`src/rtl/mem_access_unit.sv`:
```
// Load/store sequencer between the multicycle MIPS datapath and a word-addressed memory.
// Sub-word stores are performed as read-modify-write; WAIT_STATES stretches every read.

module mem_access_unit_chk (
    input logic clk,
    input logic rst,
    input logic busy,
    input logic done,
    input logic misaligned,
    input logic mem_read,
    input logic mem_write
);

    a_strobe_excl : assert property (@(posedge clk) disable iff (!rst)
        !(mem_read && mem_write));

    a_done_pulse : assert property (@(posedge clk) disable iff (!rst)
        done |=> !done);

    a_done_not_busy : assert property (@(posedge clk) disable iff (!rst)
        done |-> !busy);

    a_mis_with_done : assert property (@(posedge clk) disable iff (!rst)
        misaligned |-> done);

endmodule

module mem_access_unit #(
    parameter int unsigned WAIT_STATES = 0
) (
    input  logic        clk,
    input  logic        rst,
    input  logic        req,
    input  logic        we,
    input  logic [1:0]  size,
    input  logic        sign_ext,
    input  logic [31:0] addr,
    input  logic [31:0] wdata,
    output logic        busy,
    output logic        done,
    output logic        misaligned,
    output logic [31:0] rdata,
    output logic [31:0] memAddress,
    output logic [31:0] memWriteData,
    output logic        memRead,
    output logic        memWrite,
    input  logic [31:0] memReadData
);

    localparam logic [3:0] WAIT_INIT = 4'(WAIT_STATES);

    localparam logic [1:0] SZ_BYTE = 2'b00;
    localparam logic [1:0] SZ_HALF = 2'b01;
    localparam logic [1:0] SZ_WORD = 2'b10;

    typedef enum logic [1:0] {
        ST_IDLE = 2'b00,
        ST_RD   = 2'b01,
        ST_WR   = 2'b10,
        ST_DONE = 2'b11
    } state_t;

    state_t      state_r;
    state_t      state_nx_s;

    logic [1:0]  size_r;
    logic        we_r;
    logic        sign_ext_r;
    logic [1:0]  lane_r;
    logic [31:0] wdata_r;
    logic        mis_r;
    logic [3:0]  wait_cnt_r;
    logic [31:0] rdata_r;
    logic [31:0] mem_address_r;
    logic [31:0] mem_write_data_r;

    logic        accept_s;
    logic        illegal_s;
    logic        rd_final_s;
    logic        word_store_s;

    // Pull the addressed byte/half out of a word and extend it.
    function automatic logic [31:0] extract_lane(
        input logic [31:0] word,
        input logic [1:0]  sz,
        input logic [1:0]  lane,
        input logic        sx
    );
        logic [7:0]  b;
        logic [15:0] h;
        logic [31:0] res;
        b = 8'(word >> {lane, 3'b000});
        h = 16'(word >> {lane[1], 4'b0000});
        case (sz)
            SZ_BYTE: res = {{24{sx & b[7]}}, b};
            SZ_HALF: res = {{16{sx & h[15]}}, h};
            default: res = word;
        endcase
        return res;
    endfunction

    // Replace only the addressed lane of a word with the low bits of the store data.
    function automatic logic [31:0] merge_lane(
        input logic [31:0] word,
        input logic [31:0] wd,
        input logic [1:0]  sz,
        input logic [1:0]  lane
    );
        logic [31:0] mask;
        logic [31:0] ins;
        case (sz)
            SZ_BYTE: begin
                mask = 32'h0000_00FF << {lane, 3'b000};
                ins  = {24'h00_0000, wd[7:0]} << {lane, 3'b000};
            end
            SZ_HALF: begin
                mask = 32'h0000_FFFF << {lane[1], 4'b0000};
                ins  = {16'h0000, wd[15:0]} << {lane[1], 4'b0000};
            end
            default: begin
                mask = 32'hFFFF_FFFF;
                ins  = wd;
            end
        endcase
        return (word & ~mask) | (ins & mask);
    endfunction

    // Request decode: acceptance, alignment and final read cycle.
    always_comb begin
        accept_s     = 1'b0;
        illegal_s    = 1'b0;
        rd_final_s   = 1'b0;
        word_store_s = 1'b0;
        if (state_r == ST_IDLE) begin
            accept_s = req;
        end else begin
            accept_s = 1'b0;
        end
        case (size)
            SZ_BYTE: illegal_s = 1'b0;
            SZ_HALF: illegal_s = addr[0];
            SZ_WORD: illegal_s = (addr[1:0] != 2'b00);
            default: illegal_s = 1'b1;
        endcase
        if ((state_r == ST_RD) && (wait_cnt_r == 4'd0)) begin
            rd_final_s = 1'b1;
        end else begin
            rd_final_s = 1'b0;
        end
        if (we && (size == SZ_WORD)) begin
            word_store_s = 1'b1;
        end else begin
            word_store_s = 1'b0;
        end
    end

    // Next-state logic.
    always_comb begin
        state_nx_s = state_r;
        case (state_r)
            ST_IDLE: begin
                if (!req) begin
                    state_nx_s = ST_IDLE;
                end else if (illegal_s) begin
                    state_nx_s = ST_DONE;
                end else if (word_store_s) begin
                    state_nx_s = ST_WR;
                end else begin
                    state_nx_s = ST_RD;
                end
            end
            ST_RD: begin
                if (wait_cnt_r != 4'd0) begin
                    state_nx_s = ST_RD;
                end else if (we_r) begin
                    state_nx_s = ST_WR;
                end else begin
                    state_nx_s = ST_DONE;
                end
            end
            ST_WR:   state_nx_s = ST_DONE;
            ST_DONE: state_nx_s = ST_IDLE;
            default: state_nx_s = ST_IDLE;
        endcase
    end

    // State register.
    always_ff @(posedge clk or negedge rst) begin
        if (!rst) begin
            state_r <= ST_IDLE;
        end else begin
            state_r <= state_nx_s;
        end
    end

    // Latch the request on acceptance, including rejected ones.
    always_ff @(posedge clk or negedge rst) begin
        if (!rst) begin
            size_r        <= 2'b00;
            we_r          <= 1'b0;
            sign_ext_r    <= 1'b0;
            lane_r        <= 2'b00;
            wdata_r       <= 32'h0000_0000;
            mis_r         <= 1'b0;
            mem_address_r <= 32'h0000_0000;
        end else if (accept_s) begin
            size_r        <= size;
            we_r          <= we;
            sign_ext_r    <= sign_ext;
            lane_r        <= addr[1:0];
            wdata_r       <= wdata;
            mis_r         <= illegal_s;
            mem_address_r <= {addr[31:2], 2'b00};
        end
    end

    // Wait-state counter: loaded on acceptance, counts down in RD, saturates at zero.
    always_ff @(posedge clk or negedge rst) begin
        if (!rst) begin
            wait_cnt_r <= 4'd0;
        end else if (accept_s) begin
            wait_cnt_r <= WAIT_INIT;
        end else if ((state_r == ST_RD) && (wait_cnt_r != 4'd0)) begin
            wait_cnt_r <= wait_cnt_r - 4'd1;
        end
    end

    // Load result register; only a completed load updates it.
    always_ff @(posedge clk or negedge rst) begin
        if (!rst) begin
            rdata_r <= 32'h0000_0000;
        end else if (rd_final_s && !we_r) begin
            rdata_r <= extract_lane(memReadData, size_r, lane_r, sign_ext_r);
        end
    end

    // Write word: store data directly for word stores, merged word after the RMW read.
    always_ff @(posedge clk or negedge rst) begin
        if (!rst) begin
            mem_write_data_r <= 32'h0000_0000;
        end else if (accept_s && !illegal_s && word_store_s) begin
            mem_write_data_r <= wdata;
        end else if (rd_final_s && we_r) begin
            mem_write_data_r <= merge_lane(memReadData, wdata_r, size_r, lane_r);
        end
    end

    // Strobes and status decoded straight from the state register so reset kills them at once.
    always_comb begin
        busy       = 1'b0;
        done       = 1'b0;
        misaligned = 1'b0;
        memRead    = 1'b0;
        memWrite   = 1'b0;
        case (state_r)
            ST_RD: begin
                busy    = 1'b1;
                memRead = 1'b1;
            end
            ST_WR: begin
                busy     = 1'b1;
                memWrite = 1'b1;
            end
            ST_DONE: begin
                done       = 1'b1;
                misaligned = mis_r;
            end
            default: begin
                busy = 1'b0;
            end
        endcase
    end

    assign rdata        = rdata_r;
    assign memAddress   = mem_address_r;
    assign memWriteData = mem_write_data_r;

    mem_access_unit_chk u_chk (
        .clk        (clk),
        .rst        (rst),
        .busy       (busy),
        .done       (done),
        .misaligned (misaligned),
        .mem_read   (memRead),
        .mem_write  (memWrite)
    );

endmodule

```
`config.mk`:
```
export PLATFORM = sky130hd
export DESIGN_NAME = mem_access_unit
export DESIGN_NICKNAME = d
export VERILOG_FILES = /design/src/rtl/mem_access_unit.sv
export SDC_FILE = /design/constraint.sdc
export NUM_CORES = 1
export LEC_CHECK = 0
export ABC_AREA = 1
export CORE_MARGIN = 3
export CORE_UTILIZATION = 30
export CTS_BUF_LIST = sky130_fd_sc_hd__clkbuf_2 sky130_fd_sc_hd__clkbuf_4 sky130_fd_sc_hd__clkbuf_8
export DETAILED_ROUTE_END_ITERATION = 8
export PLACE_DENSITY = 0.51
export SLEW_MARGIN = 0
export SYNTH_ARGS = -nofsm -noshare
export SYNTH_HDL_FRONTEND = slang
export SYNTH_SLANG_ARGS = --single-unit
```
`constraint.sdc`:
```
create_clock -name clk -period 2.3 [get_ports clk]
set_input_delay 0.69 -clock clk [delete_from_list [all_inputs] [get_ports clk]]
set_output_delay 0.69 -clock clk [all_outputs]
set_load 0.1 [all_outputs]
```
==> results.yml, run 1 <==
cells_and_area:
  area_delta_synth_final_pct: 37.8
  fillers: 2524
  drive_gt1_share_pct: 16.9
  finalNonFillerCells: 1558
  num_antenna_cells: 0
  post-route-util_pct: 42.5
  finalNetCount: 1336
yosys:
  ys_warn_count: 0
  yosys.cell_count.top_type: "nand2_1"
  synth_flop_cell: "dfrtp_1"
  synth.yosys.seq_area_share_pct: 47.5
  synth_edf_count: 0
  synth-async-reset-ratio_pct: 100
  syn_avg_cell_area_um2: 7.19
  synthTopCellsByCount: "417 x nand2_1, 139 x dfrtp_1, 121 x nand3_1"
  yosysTopAreaCell: "dfrtp_1"
  ys_types: 29
  synth_area_mm2: 0.00732
  postSynthCellCount: 1018
  ys_ff_latch: 139
  synth_top_area_share_pct: 47.5
  ys_top_cells_by_area: "dfrtp_1 48%, nand2_1 21%, nand3_1 8.3%"
cts:
  clock_sinks: 139
  clk_latency_ns: 0.46
  ctsRootBufferMaster: "clkbuf_8"
  ctsHtreeMaxLevel: 4
  cts_inserted_buffers: 17
  max-clock-path-buffers: 2
  ctsHoldBuffers: 0
  post_cts_buffers: 0
  cts_tree: "built"
  cts_resized: 0
  clk_pin_slew_ns: 0.09
timing:
  fmax_mhz: 465
  finClkSkew_ns: 0.0187
  setup-tns-final_ns: 0
  timing.final.hold_violations: 0
  slew_violations: 0
  period_needed_ns: 2.15
  worst_pin_slew_ns: 0.880
  min_period_over_period_pct: 93.4
  relSlewSlack_pct: 41.1
  setup_viol: 0
  rsz0062_at_grt: "no"
place:
  dpl.hpwl_um: 19200
  place_congestion: 0.851
  dp_cells: 1526
  io_buffers: 201
floorplan:
  dieWidth_um: 162
  die-area_mm2: 0.0263
  core_area_mm2: 0.0238
  io_pins: 204
  die_h_um: 162
  initial_utilization_pct: 30.8
  row_count: 56
grt:
  grt_max_degree: 58
  antenna_found_initial: 0
  overflow: 0
  grt_usage_pct: 19.6
  grt_pass1_wl_um: 40200
  grt_pass1_vias: 7208
setup_path:
  r2r_setup_slack_ns: 0.25
  max_stage_delay_ns: 0.40
  required_ns: 1.61
  cp-start-kind: "flip-flop"
  critPathTopFamily: "flip-flops"
  cp_max_fo: 3
  crit_buf_inv: 2
  crit_path_end_kind: "primary output"
  r2r-start: "size_r[0]$_DFFE_PN0N_"
  crit_path_cell_trace: "inv_1 -> ha_1 -> buf_12"
  criticalPathCategory: "reg -> out"
  r2r.worst_path.cells: 7
  arrival_ns: 1.46
  reg2reg_to: "memWriteData[19]$_DFFE_PN0P_"
  cp_slowest_cell: "dfrtp_1"
route:
  vias: 7214
  antenna_left: 0
  drt-total-wl_um: 25600
  first_pass_iters: 5
  drt_iter0_markers: 516
  viasPerCell: 4.63
  drc_errors: 0
  wl_per_cell_um: 16.4
run_status:
  status: "complete, no violations"
run:
  maxCapViolations: 0
hold_path:
  hold_path.class: "in -> async"
metal layers:
| metal | wire (um) | vias up | GRT usage, % | share of wire [%] |
|---|---|---|---|---|
| li1 | - | 3590 | - | - |
| met1 | 11800 | 3342 | 26.7 | 46 |
| met2 | 11500 | 261 | 31.1 | 45 |
| met3 | 1940 | 21 | 5.33 | 7.6 |
| met4 | 315 | 0 | 4.42 | 1.2 |
| met5 | 0 | - | 0 | 0 |
kinds of logic after synthesis:
group | share of synthesized area [%]
simple gates | 37.1
flops | 47.5
buf+inv | 8.17
compound gates | 6.00
fa+ha+maj | 1.20
other cells | 0.0512
state kept, by name, indices dropped and copies added, names as in the netlist:
name          flops
wdata_r          32
memAddress       30
memWriteData     32
wait_cnt_r        4
state_r           2
sign_ext_r        1
rdata            32
we_r              1
mis_r             1
lane_r            2
size_r            2
through the flow:
stage                     hold slack [ns]  setup WS (ns)  cell area, um2
after floorplan                     0.394         0.0223            7330
after global routing                0.114         0.0469           10100
final                               0.121          0.151           10100
after CTS                           0.111          0.111           10100
after detailed placement            0.466         -0.116            9700
after global placement              0.462         -0.113            9700
how the worst max path moves through the flow:
| stage | from | to | slack (ns) | depth (start not counted) |
|---|---|---|---|---|
| after detailed placement | addr[0] | memWriteData[29]$_DFFE_PN0P_ | -0.12 | 10 |
| after global placement | addr[0] | memWriteData[25]$_DFFE_PN0P_ | -0.11 | 10 |
| after floorplan | state_r[0]$_DFF_PN0_ | misaligned | 0.02 | 3 |
| after CTS | state_r[0]$_DFF_PN0_ | busy | 0.11 | 3 |
| after global routing | state_r[0]$_DFF_PN0_ | memWrite | 0.05 | 3 |
| final | state_r[0]$_DFF_PN0_ | busy | 0.15 | 3 |
area by class of cell:
type / count / area (um2) / area share (%)
Clock buffer: 19 / 262 / 2.59
Tap cell: 319 / 399 / 3.96
Inverter: 88 / 330 / 3.27
Multi-Input combinational cell: 742 / 3260 / 32.3
Clock inverter: 13 / 130 / 1.29
Timing Repair Buffer: 238 / 2230 / 22.1
Sequential cell: 139 / 3480 / 34.5
cell usage in the layout (no fill, tap or decap):
master | Yosys | final
nand2_4 | 1 | 1
buf_12 | 0 | 15
a31oi_1 | 1 | 1
nor3_1 | 1 | 1
ha_2 | 0 | 2
inv_6 | 0 | 6
inv_1 | 82 | 81
clkinvlp_4 | 0 | 4
nand2_1 | 417 | 416
conb_1 | 1 | 2
clkbuf_8 | 0 | 19
or2_1 | 10 | 10
a21oi_1 | 44 | 44
o21ai_1 | 1 | 1
nand3_1 | 121 | 121
o21a_1 | 6 | 6
or2_2 | 19 | 19
nand3_2 | 1 | 1
o21ai_0 | 30 | 30
clkdlybuf4s50_1 | 0 | 101
nor2_4 | 1 | 1
nand2_2 | 5 | 6
dfrtp_1 | 139 | 139
nor2_1 | 65 | 65
inv_2 | 6 | 7
buf_4 | 10 | 121
buf_6 | 3 | 1
nor2_2 | 3 | 3
clkinv_4 | 0 | 2
bufinv_16 | 0 | 1
ha_1 | 7 | 5
nand4_1 | 5 | 5
o22ai_1 | 2 | 2
Power of run 1 is left out: the tool's default activity adds up to more than one toggle a clock period on the data nets, which glitch-free logic cannot reach.
==> run 2: changes to the inputs <==
--- a/config.mk
+++ b/config.mk
@@ -9,8 +9,10 @@
 export CORE_MARGIN = 3
 export CORE_UTILIZATION = 30
 export CTS_BUF_LIST = sky130_fd_sc_hd__clkbuf_2 sky130_fd_sc_hd__clkbuf_4 sky130_fd_sc_hd__clkbuf_8
+export CTS_CLUSTER_DIAMETER = 200
 export DETAILED_ROUTE_END_ITERATION = 8
 export PLACE_DENSITY = 0.51
+export REMOVE_ABC_BUFFERS = 1
 export SLEW_MARGIN = 0
 export SYNTH_ARGS = -nofsm -noshare
 export SYNTH_HDL_FRONTEND = slang
==> run 2 against run 1 <==
Against the previous run: via count fell by 1.8%; critical path depth rose by 1; design area rose by 0.63%; clock skew fell by 0.0085 ns; critical path type unchanged; largest cell class unchanged.
==> results.yml, run 2 (synthesized netlist as in run 1, its figures left out) <==
cts:
  cts_tree: "built"
  clk_pin_slew_ns: 0.08
  ctsHtreeMaxLevel: 4
  cts_resized: 0
  max-clock-path-buffers: 2
  clk_latency_ns: 0.44
  clock_sinks: 139
  ctsRootBufferMaster: "clkbuf_8"
  cts_inserted_buffers: 17
  ctsHoldBuffers: 0
  post_cts_buffers: 0
route:
  antenna_left: 0
  wl_per_cell_um: 16.0
  drt-total-wl_um: 24900
  vias: 7083
  drt_iter0_markers: 417
  first_pass_iters: 5
  drc_errors: 0
  viasPerCell: 4.54
floorplan:
  io_pins: 204
  initial_utilization_pct: 30.8
  dieWidth_um: 162
  die-area_mm2: 0.0263
  die_h_um: 162
  core_area_mm2: 0.0238
  row_count: 56
timing:
  fmax_mhz: 466
  fin_ws_ns: 0.154
  rsz0062_at_grt: "no"
  slew_violations: 0
  setup_viol: 0
  finClkSkew_ns: 0.0102
  period_needed_ns: 2.15
  timing.final.hold_violations: 0
  min_period_over_period_pct: 93.3
cells_and_area:
  final_cell_mix: "416 x nand2_1, 139 x dfrtp_1, 127 x buf_4, 121 x nand3_1, 101 x clkdlybuf4s50_1"
  multiInputGateArea_mm2: 0.00325
  final-seq-area_mm2: 0.00348
  post-route-util_pct: 42.7
  drive_gt1_share_pct: 16.8
  fillers: 2459
  area_delta_synth_final_pct: 38.6
  finalNetCount: 1339
  mostFrequentLayoutCell: "nand2_1"
  num_antenna_cells: 0
place:
  dpl.hpwl_um: 18700
  io_buffers: 201
  place_congestion: 0.880
  pre_cts_ws_ns: -0.0505
hold_path:
  hold_path.class: "in -> async"
setup_path:
  criticalPathCategory: "reg -> out"
  cp_max_fo: 4
  crit_path_end_kind: "primary output"
  r2r_setup_slack_ns: 0.38
  crit_path_cell_trace: "inv_1 -> ha_1 -> buf_4 -> buf_12"
  r2r.worst_path.cells: 8
  cp-start-kind: "flip-flop"
  max_stage_delay_ns: 0.41
  startpoint: "state_r[1]$_DFF_PN0_"
  r2r-start: "lane_r[0]$_DFFE_PN0N_"
  arrival_ns: 1.46
  crit_end: "memRead"
  reg2reg_to: "memWriteData[2]$_DFFE_PN0P_"
  required_ns: 1.61
  cp_slowest_cell: "dfrtp_1"
run_status:
  status: "complete, no violations"
grt:
  grt_pass1_wl_um: 39700
  grt_max_degree: 53
  overflow: 0
  grt_usage_pct: 19.2
  grt_pass1_vias: 7220
  antenna_found_initial: 0
run:
  maxCapViolations: 0
## run 2: changes by cell type in the layout (fill, tap and decap cells not counted), sizes merged
cell	before	now
clkinv	2	5
buf	137	140
clkinvlp	4	1
inv	94	88
bufinv	1	6
## run 2: how the worst min path moves through the flow
stage                                    start                           end
floorplan                                  rst         lane_r[0]$_DFFE_PN0N_
global route                               rst  memWriteData[22]$_DFFE_PN0P_
global placement    memAddress[24]$_DFFE_PN0N_    memAddress[24]$_DFFE_PN0N_
finish                                     rst         rdata[22]$_DFFE_PN0P_
CTS                                        rst         rdata[13]$_DFFE_PN0P_
detailed placement     wdata_r[22]$_DFFE_PN0N_       wdata_r[22]$_DFFE_PN0N_
## run 2: area by class of cell
cell class                 instances  share of cell area, %
sequential                       139                   34.3
multi-input combinational        742                   32.0
timing repair buffer             241                   21.8
tap                              319                   3.93
inverter                          88                   3.25
clock buffer                      19                   2.51
clock inverter                    12                   2.17
## run 2: metrics by stage
step	hold WS, ns	std cells	cell area [um2]	TNS (ns)
after floorplan	0.394	969	7060	-148.74
after global placement	0.466	1529	9680	0
after detailed placement	0.469	1529	9680	-0.689
after CTS	0.0316	1560	10200	0
after global routing	0.0409	1560	10200	0
final	0.0601	1560	10200	0
## run 2: worst max-delay path, delay by kind of cell (launching register included)
kind       cells  cell delay [ns]
buf+inv        3             0.44
flops          1             0.41
fa+ha+maj      1             0.17
## run 2: routing by layer
metal  part of all wire [%]  up-vias  global-route usage, %
met1                     47     3228                   26.5
met4                    2.0        0                   6.32
li1                       -     3588                      -
met2                     44      236                   29.3
met5                      0        -                      0
met3                    6.9       31                   5.20
Power of run 2 is left out for the same reason.
==> run 3: changes to the inputs <==
--- a/config.mk
+++ b/config.mk
@@ -6,6 +6,7 @@
 export NUM_CORES = 1
 export LEC_CHECK = 0
 export ABC_AREA = 1
+export CORE_ASPECT_RATIO = 0.6
 export CORE_MARGIN = 3
 export CORE_UTILIZATION = 30
 export CTS_BUF_LIST = sky130_fd_sc_hd__clkbuf_2 sky130_fd_sc_hd__clkbuf_4 sky130_fd_sc_hd__clkbuf_8
==> run 3 against run 2 <==
Against the previous run: first-iteration DRC count is 28% higher; hold slack improved by 0.021 ns; maximum frequency is 2.2% lower; clock skew up 0.0029 ns; die area grew 0.23%; register-to-register slack worse by 0.06 ns; sequential cell count unchanged; cell count about the same; global-route usage up 1.3 points; utilization up 0.59 points; critical endpoint unchanged.
==> results.yml, run 3 (synthesized netlist as in run 1, its figures left out) <==
timing:
  fmax_mhz: 456
  timing.final.hold_violations: 0
  setup-tns-final_ns: 0
  finClkSkew_ns: 0.0131
  min_period_over_period_pct: 95.4
  relSlewSlack_pct: 62.6
  setup_viol: 0
  worst_pin_slew_ns: 0.560
  rsz0062_at_grt: "no"
  slew_violations: 0
  period_needed_ns: 2.19
cts:
  ctsHoldBuffers: 0
  cts_inserted_buffers: 17
  ctsRootBufferMaster: "clkbuf_8"
  clk_latency_ns: 0.47
  cts_resized: 0
  cts_tree: "built"
  post_cts_buffers: 0
  max-clock-path-buffers: 2
  clock_sinks: 139
  ctsHtreeMaxLevel: 4
  clk_pin_slew_ns: 0.08
setup_path:
  critPathTopFamily: "buffers and inverters"
  cp_max_fo: 4
  r2r-start: "wait_cnt_r[0]$_DFFE_PN0P_"
  cp_slowest_cell: "dfrtp_1"
  cp-start-kind: "flip-flop"
  criticalPathCategory: "reg -> out"
  required_ns: 1.61
  crit_path_end_kind: "primary output"
  startpoint: "state_r[1]$_DFF_PN0_"
  crit_buf_inv: 3
  arrival_ns: 1.50
  max_stage_delay_ns: 0.41
  crit_path_cell_trace: "inv_1 -> ha_1 -> buf_4 -> buf_12"
cells_and_area:
  final_cell_mix: "416 x nand2_1, 139 x dfrtp_1, 126 x buf_4, 121 x nand3_1, 101 x clkdlybuf4s50_1"
  area_delta_synth_final_pct: 39.1
  finalNetCount: 1341
  num_antenna_cells: 0
  drive_gt1_share_pct: 17.0
  mostFrequentLayoutCell: "nand2_1"
grt:
  overflow: 0
  grt_pass1_wl_um: 42100
  antenna_found_initial: 2
  grt_pass1_vias: 6980
  grt_max_degree: 58
  grt_usage_pct: 20.5
floorplan:
  dieWidth_um: 208
  row_count: 43
  die-area_mm2: 0.0264
  core_area_mm2: 0.0235
  die_h_um: 127
  initial_utilization_pct: 31.1
  io_pins: 204
route:
  wl_per_cell_um: 17.3
  vias: 7171
  antenna_left: 0
  drt_iter0_markers: 535
  drc_errors: 0
  viasPerCell: 4.60
  first_pass_iters: 5
  drt-total-wl_um: 27000
place:
  place_congestion: 0.901
  dpl.hpwl_um: 20000
  io_buffers: 201
run_status:
  status: "complete, no violations"
hold_path:
  hold_path.class: "in -> async"
run:
  maxCapViolations: 0
-- run 3: metrics by stage --
stage          cells  hold WS (ns)  utilization, %  area (um2)  worst slack, ns
2_1_floorplan    969         0.394               -        7060            -2.74
3_3_place_gp    1527         0.465            41.4        9720           0.0127
3_5_place_dp    1527         0.466            41.4        9720         -0.00534
4_1_cts         1559        0.0666            43.3       10200           0.0828
5_1_grt         1559        0.0706            43.3       10200           0.0316
6_report        1559        0.0810            43.3       10200            0.107
-- run 3: layout make-up --
type	count	area [um2]
timing repair buffer	243	2270
fill	2437	13300
multi-input combinational	742	3250
clock buffer	20	269
clock inverter	12	194
sequential	139	3480
inverter	88	330
tap	315	394
-- run 3: worst paths after layout --
kind                                                endpoint  slack (ns)  cells after the start
worst max-delay path                                 memRead        0.11                      4
max in group asynchronous              rdata[17]$_DFFE_PN0P_        1.60                      2
worst min register to register    memAddress[30]$_DFFE_PN0N_        0.48                      2
min in group clk                  memAddress[30]$_DFFE_PN0N_        0.48                      2
worst min-delay path             memWriteData[8]$_DFFE_PN0P_        0.08                      1
worst max register to register  memWriteData[18]$_DFFE_PN0P_        0.32                      9
-- run 3: metal layers --
| layer | global-route usage (%) | share of wire [%] | vias to the layer above |
|---|---|---|---|
| met5 | 0 | 0.085 | - |
| met4 | 3.29 | 0.56 | 4 |
| met3 | 6.01 | 7.6 | 14 |
| met2 | 27.5 | 40 | 209 |
| met1 | 32.6 | 52 | 3349 |
| li1 | - | - | 3595 |
Power of run 3 is left out for the same reason.
